## config.mk

```make
export PLATFORM = sky130hd
export DESIGN_NAME = fp32_mul_normround
export DESIGN_NICKNAME = d
export VERILOG_FILES = /design/src/rtl/fpu_pkg.sv /design/src/rtl/fp_round_rne.sv /design/src/rtl/fp32_mul_normround.sv
export SDC_FILE = /design/constraint.sdc
export NUM_CORES = 1
export LEC_CHECK = 0
export ABC_AREA = 1
export ABC_CLOCK_PERIOD_IN_PS = 2000
export CAP_MARGIN = 10
export CORE_MARGIN = 2
export CORE_UTILIZATION = 46
export CTS_BUF_LIST = sky130_fd_sc_hd__clkbuf_16
export CTS_CLUSTER_DIAMETER = 150
export DETAILED_ROUTE_END_ITERATION = 10
export GPL_ROUTABILITY_DRIVEN = 0
export GPL_TIMING_DRIVEN = 0
export MAX_ROUTING_LAYER = met4
export PLACE_DENSITY = 0.81
export SETUP_SLACK_MARGIN = 0.15
export SYNTH_ARGS = -nofsm -noshare
export SYNTH_HDL_FRONTEND = slang
export SYNTH_SLANG_ARGS = --single-unit
```

## constraint.sdc

```tcl
create_clock -name clk -period 2 [get_ports clk]
set_input_delay 0.6 -clock clk [delete_from_list [all_inputs] [get_ports clk]]
set_output_delay 0.6 -clock clk [all_outputs]
set_load 0.02 [all_outputs]
```

## src/rtl/fpu_pkg.sv

```systemverilog
// fpu_pkg: definitions shared by the FPU datapath stages.
//   fp_class_e    : operand class that the multiply front end resolves
//   FP32_*        : binary32 format constants
//   FLAG_*        : bit positions in the 3-bit exception flag vector
//                   {overflow, underflow, inexact}
package fpu_pkg;

  typedef enum logic [1:0] {
    FP_NORM = 2'b00,
    FP_ZERO = 2'b01,
    FP_INF  = 2'b10,
    FP_NAN  = 2'b11
  } fp_class_e;

  localparam int          FP32_BIAS    = 127;
  localparam int          FP32_EXP_MAX = 255;
  localparam logic [31:0] FP32_QNAN    = 32'h7FC00000;

  localparam int FLAG_OVF = 2;
  localparam int FLAG_UNF = 1;
  localparam int FLAG_INX = 0;

endpackage

```

## src/rtl/fp_round_rne.sv

```systemverilog
// fp_round_rne: combinational mantissa rounding. The same block is meant to
// be shared with the add path.
//   mant_in   [23:0] normalized mantissa (hidden bit at [23])
//   guard_in         first bit below the mantissa lsb
//   sticky_in        OR of every bit below the guard bit
//   exp_in    [10:0] signed biased exponent
//   mant_out  [23:0] rounded mantissa
//   exp_out   [10:0] exponent, bumped when the rounding carries out
//   inexact          any discarded bit was non-zero
// Build option: FP32_MUL_RNE_EN selects round-to-nearest-even; without it
// the mantissa is truncated (inexact is still reported).
module fp_round_rne (
  input  logic               [23:0] mant_in,
  input  logic                      guard_in,
  input  logic                      sticky_in,
  input  logic signed        [10:0] exp_in,
  output logic               [23:0] mant_out,
  output logic signed        [10:0] exp_out,
  output logic                      inexact
);

  assign inexact = guard_in | sticky_in;

`ifdef FP32_MUL_RNE_EN
  logic        round_inc;
  logic [24:0] mant_sum;

  // Round up above half, or at exactly half when the lsb is odd.
  assign round_inc = guard_in & (sticky_in | mant_in[0]);
  assign mant_sum  = {1'b0, mant_in} + {24'd0, round_inc};

  always_comb begin
    mant_out = mant_sum[23:0];
    exp_out  = exp_in;
    // All-ones mantissa rounded up: renormalize to 1.0 at the next exponent.
    if (mant_sum[24]) begin
      mant_out = 24'h800000;
      exp_out  = exp_in + 11'sd1;
    end
  end
`else
  assign mant_out = mant_in;
  assign exp_out  = exp_in;
`endif

endmodule

```

## src/rtl/fp32_mul_normround.sv

```systemverilog
// fp32_mul_normround: two-stage normalize / round / pack for the binary32
// multiply path. Stage 1 normalizes the raw 48-bit significand product,
// stage 2 rounds, range-checks and packs. Full-throughput valid/ready on
// both sides, no skid buffer.
// Ports:
//   clk, rst_n            clock, asynchronous active-low reset
//   in_valid / in_ready   upstream handshake
//   in_sign               product sign
//   in_exp     [9:0]      signed exp_a + exp_b - bias
//   in_prod    [63:0]     raw significand product ([63:48] unused)
//   in_class   [1:0]      fp_class_e operand class
//   out_valid / out_ready downstream handshake
//   out_result [31:0]     packed binary32
//   out_flags  [2:0]      {overflow, underflow, inexact}
// Build option: FP32_MUL_RNE_EN (see fp_round_rne) selects RNE rounding;
// undefined gives truncation.
module fp32_mul_normround
  import fpu_pkg::*;
(
  input  logic        clk,
  input  logic        rst_n,
  input  logic        in_valid,
  output logic        in_ready,
  input  logic        in_sign,
  input  logic [9:0]  in_exp,
  input  logic [63:0] in_prod,
  input  logic [1:0]  in_class,
  output logic        out_valid,
  input  logic        out_ready,
  output logic [31:0] out_result,
  output logic [2:0]  out_flags
);

  localparam logic signed [10:0] EXP_MAX_S = 11'(FP32_EXP_MAX);

  // ---------------- pipeline control ----------------
  logic s1_valid_reg, s2_valid_reg;
  logic s1_adv, s1_load, s2_load;

  assign s1_adv   = !s2_valid_reg | out_ready;
  assign in_ready = !s1_valid_reg | s1_adv;
  assign s1_load  = in_valid & in_ready;
  assign s2_load  = s1_adv & s1_valid_reg;

  always_ff @(posedge clk or negedge rst_n) begin
    if (!rst_n) begin
      s1_valid_reg <= 1'b0;
      s2_valid_reg <= 1'b0;
    end else begin
      if (in_ready) s1_valid_reg <= in_valid;
      if (s1_adv)   s2_valid_reg <= s1_valid_reg;
    end
  end

  assign out_valid = s2_valid_reg;

  // ---------------- stage 1: normalize ----------------
  logic                unused_prod_hi;
  logic                norm_shift;
  logic        [23:0]  mant_next;
  logic                guard_next, sticky_next;
  logic signed [10:0]  exp_next;

  assign unused_prod_hi = ^in_prod[63:48];

  // A product in [2,4) has its leading one at bit 47; otherwise at bit 46.
  assign norm_shift = in_prod[47];

  always_comb begin
    if (norm_shift) begin
      mant_next   = in_prod[47:24];
      guard_next  = in_prod[23];
      sticky_next = |in_prod[22:0];
    end else begin
      mant_next   = in_prod[46:23];
      guard_next  = in_prod[22];
      sticky_next = |in_prod[21:0];
    end
    // Sign-extend one bit so the +1 and the later round carry cannot wrap.
    exp_next = $signed({in_exp[9], in_exp}) + $signed({10'd0, norm_shift});
  end

  logic                s1_sign_reg;
  fp_class_e           s1_class_reg;
  logic        [23:0]  s1_mant_reg;
  logic                s1_guard_reg, s1_sticky_reg;
  logic signed [10:0]  s1_exp_reg;

  // Data registers carry no reset: only the valid bits matter after reset.
  always_ff @(posedge clk) begin
    if (s1_load) begin
      s1_sign_reg   <= in_sign;
      s1_class_reg  <= fp_class_e'(in_class);
      s1_mant_reg   <= mant_next;
      s1_guard_reg  <= guard_next;
      s1_sticky_reg <= sticky_next;
      s1_exp_reg    <= exp_next;
    end
  end

  // ---------------- stage 2: round and pack ----------------
  logic        [23:0]  rnd_mant;
  logic signed [10:0]  rnd_exp;
  logic                rnd_inexact;

  fp_round_rne u_round (
    .mant_in   (s1_mant_reg),
    .guard_in  (s1_guard_reg),
    .sticky_in (s1_sticky_reg),
    .exp_in    (s1_exp_reg),
    .mant_out  (rnd_mant),
    .exp_out   (rnd_exp),
    .inexact   (rnd_inexact)
  );

  logic [31:0] result_next;
  logic [2:0]  flags_next;

  always_comb begin
    result_next = '0;
    flags_next  = '0;
    case (s1_class_reg)
      FP_ZERO: result_next = {s1_sign_reg, 31'b0};
      FP_INF:  result_next = {s1_sign_reg, 8'hFF, 23'b0};
      FP_NAN:  result_next = FP32_QNAN;
      default: begin
        if (rnd_exp >= EXP_MAX_S) begin
          result_next          = {s1_sign_reg, 8'hFF, 23'b0};
          flags_next[FLAG_OVF] = 1'b1;
          flags_next[FLAG_INX] = 1'b1;
        end else if (rnd_exp <= 11'sd0) begin
          // No subnormal support: anything below the normal range flushes.
          result_next          = {s1_sign_reg, 31'b0};
          flags_next[FLAG_UNF] = 1'b1;
          flags_next[FLAG_INX] = 1'b1;
        end else begin
          result_next          = {s1_sign_reg, rnd_exp[7:0], rnd_mant[22:0]};
          flags_next[FLAG_INX] = rnd_inexact;
        end
      end
    endcase
  end

  logic [31:0] out_result_reg;
  logic [2:0]  out_flags_reg;

  // Output data only changes on a load, so it stays frozen while stalled.
  always_ff @(posedge clk or negedge rst_n) begin
    if (!rst_n) begin
      out_result_reg <= '0;
      out_flags_reg  <= '0;
    end else if (s2_load) begin
      out_result_reg <= result_next;
      out_flags_reg  <= flags_next;
    end
  end

  assign out_result = out_result_reg;
  assign out_flags  = out_flags_reg;

endmodule

```

==> results.yml <==
timing:
  final_max_slew_viol_count: 0
  relSlewSlack_pct: 46.4
  fmax_mhz: 559
  setup_tns_ns: 0
  skew_ns: 0.00463
  hold_viol_final: 0
  period_needed_ns: 1.79
  worstMarginPinSlew_ns: 0.804
  setup_violations: 0
  rsz0062_at_grt: "no"
  fin_crit_sh_pct: 89.4
  holdWs_ns: 0.366
logic_synthesis:
  synth_top_area_share_pct: 33.8
  yosys-top-cells-area: "edfxtp_1 34%, dfrtp_1 27%, nand2_1 14%, o21ai_2 5.1%, inv_1 3.1%"
  muxShareOfSynthArea_pct: 0
  synth_flop_cell: "edfxtp_1"
  synth_cell_types: 34
  synth_cells: 352
  synth_compound_area_share_pct: 8.37
  seq_area_frac_synth_pct: 60.5
  synth-adder-area-share_pct: 0.722
  synth.cell_area_sq_um: 3470
  synth_top_family_by_area: "simple AND/OR/NAND/NOR gates"
  syn-num-nets: 435
  synth_edf_count: 39
  avgSynthCellArea_sq_um: 9.85
  yosys.area_share.simple_pct: 22.4
  ys_seq_elements: 76
  synthXorXnorAreaFrac_pct: 2.02
  async_flop_share_pct: 48.7
  yosysWarnings: 0
  synth_top_cell_by_area: "edfxtp_1"
setup_path:
  worst-path-buf-inv: 1
  max_stage_delay_ns: 0.52
  cp_top_family: "buffers and inverters"
  crit_arrival_ns: 1.86
  critPathLaunchType: "input port"
  reg2reg_slack_ns: 0.48
  endpoint_kind: "flop"
  path_cells: "clkdlybuf4s50_1, ha_4, nand3_4, nor3_4, nand3_1, xor2_1"
  cp_max_fo: 2
  slowest_stage: "clkdlybuf4s50_1"
  timing_worst_setup_path_type: "in2reg"
  cp_data_required_time_ns: 2.07
cts:
  cts_buffers: 9
  h-tree-depth: 3
  cts_tree: "built"
  root_buffer: "clkbuf_16"
  clk_pin_slew_worst_paths_ns: 0.05
  clkLatencyLatePin_ns: 0.32
  clockBufferDepth: 2
  clock-sinks: 76
floorplanning:
  dieArea_sq_um: 8250
  die_x_um: 90.8
  fp.dieH_um: 90.8
  initial_core_util_pct: 47.6
  pin_count: 118
  rows: 31
  core_sq_um: 7290
placed_design:
  port_buffers: 101
  hpwl_um: 5300
drt:
  postRouteAntennaNets: 0
  drc_errors: 0
  met1_length_um: 3010
  wl_um: 7210
  drt_iter0_markers: 73
  via_count: 2690
  routed_via_density: 4.71
  dr_wl_met3_um: 330
  firstDrtPassIters: 4
  wl_met2_um: 3760
  avgRoutedWirePerCell_um: 12.6
  route.top_layer_used: "met4"
grt:
  antenna_found_initial: 0
  grt_max_degree: 38
  gr-total-overflow: 0
  grt_pass1_vias: 2706
  grt_use_total_pct: 19.2
  grt_pass1_wl_um: 12300
cells_and_area:
  final_common_cell: "nand2_1"
  n_antenna_cell: 0
  fillers: 612
  mostFrequentLayoutCells: "131 x nand2_1, 59 x clkdlybuf4s50_1, 39 x dlygate4sd2_1, 39 x edfxtp_1, 37 x dfrtp_1"
  nets: 550
  area_growth_pct: 41.2
  drive_above_1_share_pct: 14.2
  largest_reg_flops: 32
hold_path:
  worstHoldPathType: "in2async"
power:
  power.density_nw_per_um2: 830
  peakVddDrop_mv: 0.459
  p_leak_nw: 2.28
outcome:
  status: "finished, final reports clean"
job:
  max_cap_violations: 0
-- synthesized netlist by cell type (2+ instances only) --
cell type,n
xnor2_1,2
dfrtp_1,37
o21ai_2,20
inv_1,29
a21oi_1,11
inv_2,2
xor2_1,6
o21ai_0,7
buf_2,3
ha_1,2
nor4_1,5
clkinv_1,2
nand2_1,132
nand2_4,2
edfxtp_1,39
nand2_2,2
clkbuf_1,5
buf_12,2
nand3_1,7
nor2_1,22
nand4_1,2
-- final timing paths --
path | from | cells after the start | end
max reg2reg | s1_valid_reg$_DFFE_PN0N_ | 3 | s1_guard_reg$_DFFE_PP_
min in group clk | out_result[14]$_DFFE_PN0P_ | 2 | out_result[14]$_DFFE_PN0P_
max | in_exp[1] | 6 | s1_exp_reg[8]$_DFFE_PP_
max in group asynchronous | rst_n | 1 | out_result[31]$_DFFE_PN0P_
min | rst_n | 1 | out_result[30]$_DFFE_PN0P_
min reg2reg | out_result[14]$_DFFE_PN0P_ | 2 | out_result[14]$_DFFE_PN0P_
-- worst register-to-register path, cell delays in order (launching register included) --
cell and delay (ns):
dfrtp_1 0.43, nand3_4 0.11, nand2_2 0.16, clkinvlp_4 0.42
-- cells by family (layout without fill, tap and decap cells) --
logic type      Yosys count  count (layout)
flops                    76              76
simple gates            181             181
buf+inv                  45             165
xor+xnor                  8               8
compound gates           40              40
fa+ha+maj                 2               2
-- routing by layer --
layer,track usage [%],vias up
met5,-,-
met1,23.1,1227
met4,7.45,0
met2,32.8,87
met3,3.01,11
li1,-,1365
-- per-stage QoR --
step                total power [W]  worst slack, ns  instances  area (sq um)  utilization [%]
finish                      0.00407            0.212        571          4900             67.2
global route                0.00426            0.156        571          4900             67.2
global placement            0.00274           -0.516        552          4620             63.4
detailed placement          0.00276           -0.521        552          4620             63.3
floorplan                   0.00234            0.176        352          3490                -
CTS                         0.00410            0.202        571          4890             67.1
-- layout make-up --
type / instances / area [sq um] / area share, %
sequential: 76 / 2100 / 42.8
inverter: 34 / 133 / 2.71
multi-input combinational: 231 / 1220 / 24.9
clock buffer: 9 / 225 / 4.60
clock inverter: 7 / 35.0 / 0.715
timing repair inverter: 1 / 7.51 / 0.153
buffer: 11 / 82.6 / 1.69
timing repair buffer: 103 / 976 / 19.9
tap: 99 / 124 / 2.53
-- report_power, final --
group / switching (W) / total, W / internal, W
clock network: 0.000572 / 0.00139 / 0.000820
logic: 0.000441 / 0.000761 / 0.000320
registers: 0.0000849 / 0.00191 / 0.00183
-- repair_timing --
action | 4_1_cts | 5_1_grt
endpoints found under the hold margin | 0 | 0
pin swaps | 4 | 0
setup buffers | 2 | 0
setup endpoints to repair | 102 | 15
cloned | 1 | 0
hold buffers | 0 | 0
resized for setup | 53 | 4
(Power assumes the default switching activity.)
==> variant 1, RTL diff (same settings) <==
Reset style: synchronous (`rst_n`), changed in 2 clocked blocks. Comments in the files are not updated.
--- a/src/rtl/fp32_mul_normround.sv
+++ b/src/rtl/fp32_mul_normround.sv
@@ -43,5 +43,5 @@
   assign s2_load  = s1_adv & s1_valid_reg;
 
-  always_ff @(posedge clk or negedge rst_n) begin
+  always_ff @(posedge clk) begin
     if (!rst_n) begin
       s1_valid_reg <= 1'b0;
@@ -146,5 +146,5 @@
 
   // Output data only changes on a load, so it stays frozen while stalled.
-  always_ff @(posedge clk or negedge rst_n) begin
+  always_ff @(posedge clk) begin
     if (!rst_n) begin
       out_result_reg <= '0;
Behaviour: differs if rst_n is asserted again (counterexample within 4 cycles, from zero or initial values and one cycle with rst_n low); with rst_n held inactive, the same outputs for 10 cycles.
==> variant 1 against the unedited design <==
Register-to-register slack got worse by 0.02 ns; total power fell by 5.1%; worst setup slack improved by 0.036 ns; sequential share of layout area fell by 5.0 points; via count rose by 16%; hold slack improved by 0.10 ns; routed wire length rose by 11%; synthesized area rose by 2.7%; first-iteration DRC count rose by 38%; count of clock-buffer cells in the layout rose by 1; design area rose by 3.3%; sequential cell count did not move; clock skew rose by 0.0026 ns; die area rose by 2.6%.
==> variant 1: results (changes against the unedited design) <==
- R2R cell count: 8 (was 3)
- DRT met1 WL: 3.21 mm (was 3.01 mm)
- Synth Area in XOR/XNOR: 0.0197 (was 0.0202)
- Gr usage total: 0.207 (was 0.192)
- Synthesized Nets: 512 (was 435)
- First-pass GRT wire length: 13.3 mm (was 12.3 mm)
- Unique masters post-synth: 33 (was 34)
- Initial DRC count: 101 (was 73)
- Met2 WL: 4.18 mm (was 3.76 mm)
- P_leak: 0.00217 uW (was 0.00228 uW)
- Status: complete, no violations (unchanged)
- Most area-consuming cells after synthesis: edfxtp_1 (33%), dfxtp_1 (21%), nand2_1 (11%) (was edfxtp_1 (34%), dfrtp_1 (27%), nand2_1 (14%))
- CP Data Arrival Time: 1.83 ns (was 1.86 ns)
- Largest net degree at the start of global routing: 21 (was 38)
- R2R Setup Slk: 0.46 ns (was 0.48 ns)
- Worst VDD drop: 0.000451 V (was 0.000459 V)
- Hold Crit Class: reg2reg (was in2async)
- Drt wl/cell: 12.3 um (was 12.6 um)
- Pint: 2980 uW (was 2970 uW)
- Adder-cell area share of the yosys netlist: 0.00702 (was 0.00722)
- Fraction of layout cells with a size suffix above 1: 0.124 (was 0.142)
- Avg Vias per Cell: 4.77 (was 4.71)
- CP endpoint: s1_exp_reg[9] (was s1_exp_reg[8])
- Compound-Gate Fraction of Synth Area: 0.0421 (was 0.0837)
- Worst r2r src: s1_exp_reg[8] (was s1_valid_reg)
- Layout Nets: 628 (was 550)
- Relative slew slack: 0.669 (was 0.464)
- Post-synth ARST share: 0 (was 0.487)
- Fillcell total: 656 (was 612)
- CP top delay family: simple AND/OR/NAND/NOR gates (was buffers and inverters)
- Worst R2R End: out_result[4] (was s1_guard_reg)
## variant 1: cell types whose count changed after synthesis, sizes merged, moves of 3 or more
cell	before	now
a21oi	12	16
buf	6	10
clkbuf	5	8
dfrtp	37	0
dfxtp	0	37
inv	31	34
nand2	136	112
nand3	8	31
nor2	24	101
o21ai	27	14
## variant 1: layout make-up
cell class | count | area share
sequential | 76 | 0.378
multi-input combinational | 299 | 0.292
timing repair buffer | 104 | 0.195
clock buffer | 10 | 0.0495
inverter | 36 | 0.0275
tap | 102 | 0.0252
buffer | 18 | 0.0186
clock inverter | 6 | 0.0124
timing repair inverter | 1 | 0.00148
## variant 1: stage by stage
step,area (um2),hold slack (ns),utilization,cells,TNS [ns]
global route,5060,0.506,0.665,652,0
CTS,5060,0.479,0.665,652,0
detailed placement,4720,0.473,0.621,632,-29.33
global placement,4720,0.453,0.621,632,-26.42
floorplan,3580,0.475,-,429,0
finish,5060,0.471,0.665,652,0
## variant 1: worst min-delay path by stage
| stage | startpoint | to | cells after the start |
|---|---|---|---|
| floorplan | s1_sign_reg | out_result[31] | 2 |
| global placement | out_result[31] | out_result[31] | 2 |
| detailed placement | out_result[31] | out_result[31] | 2 |
| CTS | out_result[31] | out_result[31] | 2 |
| global route | out_result[31] | out_result[31] | 2 |
| finish | out_result[31] | out_result[31] | 2 |
## variant 1: power by group through the flow
stage	registers, uW	logic (uW)	clock network (uW)
6_report	1770	441	1650
3_3_place_gp	1800	433	0
4_1_cts	1770	443	1670
3_5_place_dp	1800	445	0
5_1_grt	1770	487	1740
2_1_floorplan	1820	195	0
## variant 1: repair_timing
action | 4_1_cts | 5_1_grt
gates resized for setup | 54 | 1
buffers inserted | 3 | 0
pin swaps | 4 | 1
hold buffers | 0 | 0
gates cloned | 1 | 0
endpoints found under the setup margin | 108 | 3
==> variant 2, RTL diff (same flow settings) <==
Made on the original files. Add a define of `FP32_MUL_RNE_EN`.
--- a/src/rtl/fp_round_rne.sv
+++ b/src/rtl/fp_round_rne.sv
@@ -10,4 +10,6 @@
 // Build option: FP32_MUL_RNE_EN selects round-to-nearest-even; without it
 // the mantissa is truncated (inexact is still reported).
+`define FP32_MUL_RNE_EN
+
 module fp_round_rne (
   input  logic               [23:0] mant_in,
Function: changed (a bounded check fails within 4 cycles, from zero or initial values and one cycle with rst_n low).
==> variant 2 against the unedited design <==
The run now ends with negative setup slack left; critical endpoint is now out_result[10]; total power is 12% higher; final cell count up 44%; clock power is 13% higher; die area up 25%; design area grew 35%; sequential share of layout area fell by 11 points; hold slack worse by 0.021 ns; worst setup slack worse by 0.69 ns; sequential cell count rose by 1; synthesized area rose by 26%; routed wire length grew 72%; maximum frequency is 28% lower.
==> variant 2: results (changes against the unedited design) <==
- CTS buffer count: 9 (unchanged)
- Worst path depth: 21 (was 6)
- # setup viols final: 34 (was 0)
- Syn Inst Count: 532 (was 352)
- Failing checks: negative setup slack
- Layout Nets: 773 (was 550)
- Crit-path slowest cell: edfxtp_1 (was clkdlybuf4s50_1)
- Worst VDD drop: 0.000403 V (was 0.000459 V)
- Synthesized Nets: 617 (was 435)
- Sequential share of power: 0.427 (was 0.471)
- Initial DRC count: 294 (was 73)
- Worst clock skew: 0.0103 ns (was 0.00463 ns)
- Most area-consuming cells after synthesis: edfxtp_1 (27%), dfrtp_1 (21%), nand2_1 (17%) (was edfxtp_1 (34%), dfrtp_1 (27%), nand2_1 (14%))
- # Post-CTS Setup Buffers: 27 (was 2)
- Hold WS: 0.346 ns (was 0.366 ns)
- Clk slew on worst S/H paths: around 0.06 ns
- Gr usage total: 0.240 (was 0.192)
- R2R Setup Slk: -0.48 ns (was 0.48 ns)
- Final hold violations: 0 (unchanged)
- Synthesis Warnings: 0 (unchanged)
- EDFF count, synth: 40 (was 39)
- Worst r2r src: s1_mant_reg[0] (was s1_valid_reg)
- Sequential fraction of the synthesis area: 0.487 (was 0.605)
- Worst-path maximum fanout: 5 (was 2)
- Status: finished with violations (was complete, no violations)
- Clock latency on the worst-skew pair: 0.34 ns (was 0.32 ns)
- Combinational power: 1040 uW (was 761 uW)
- Fraction of layout cells with a size suffix above 1: 0.264 (was 0.142)
- First drt pass iteration count: 5 (was 4)
- Initial antenna violation count: 0 (unchanged)
- Max incr delay on CP: 0.36 ns (was 0.52 ns)
- Post-CTS resize count: 106 (was 53)
- DP Area: 5590 um2 (was 4620 um2)
- Post-Layout Cell Count: 822 (was 571)
- First-pass GRT wire length: 18.7 mm (was 12.3 mm)
- Final WS setup: -0.483 ns (was 0.212 ns)
- CP endpoint: out_result[10] (was s1_exp_reg[8])
- Unique masters post-synth: 40 (was 34)
- Post-Place Cells: 762 (was 552)
- Vias in the first global route: 4,211 (was 2,706)
- Setup TNS Final: -14.62 ns (was 0 ns)
- Worst-margin pin slew: 0.803 ns (was 0.804 ns)
- CP top delay family: simple AND/OR/NAND/NOR gates (was buffers and inverters)
- P_leak: 0.00298 uW (was 0.00228 uW)
- Drt wl/cell: 15.1 um (was 12.6 um)
- N_diodes: 0 (unchanged)
- CP Data Arrival Time: 2.71 ns (was 1.86 ns)
- DP Wirelength: 7.74 mm (was 5.30 mm)
- Avg Vias per Cell: 5.28 (was 4.71)
- Pre-CTS setup slack: -0.688 ns (was -0.521 ns)
- Post-synth ARST share: 0.481 (was 0.487)
- R2R cell count: 21 (was 3)
- Fillcell total: 631 (was 612)
- Sw frac: 0.290 (was 0.270)
- Pint: 3240 uW (was 2970 uW)
- Top cells by count, synth: nand2_1 (197), nor2_1 (43), edfxtp_1 (40) (was nand2_1 (132), edfxtp_1 (39), dfrtp_1 (37))
- Crit Path Class: reg2reg (was in2reg)
variant 2: cell type report:
type | instances | area, um2 | area share
plain buffers | 13 | 105 | 0.0159
clock buffers | 9 | 225 | 0.0341
clock inverters | 7 | 58.8 | 0.00892
inverters | 41 | 173 | 0.0262
multi-input cells | 402 | 2380 | 0.362
flip-flops and latches | 77 | 2130 | 0.323
well taps | 129 | 161 | 0.0245
repair buffers | 143 | 1350 | 0.205
repair inverters | 1 | 7.51 | 0.00114
variant 2: cells by family (layout without fill, tap and decap cells):
kind of cell | after synthesis | in the layout | share of synthesized area
compound gates | 47 | 47 | 0.0662
simple gates | 325 | 326 | 0.330
fa+ha+maj | 4 | 4 | 0.0115
xor+xnor | 25 | 25 | 0.0501
flops | 77 | 77 | 0.487
buf+inv | 54 | 214 | 0.0556
variant 2: per-layer routing:
layer,vias up,wire length [um],global-route usage
li1,2048,-,-
met1,1994,4560,0.266
met2,240,6360,0.404
met3,57,888,0.0607
met4,0,608,0.117
met5,-,0,-
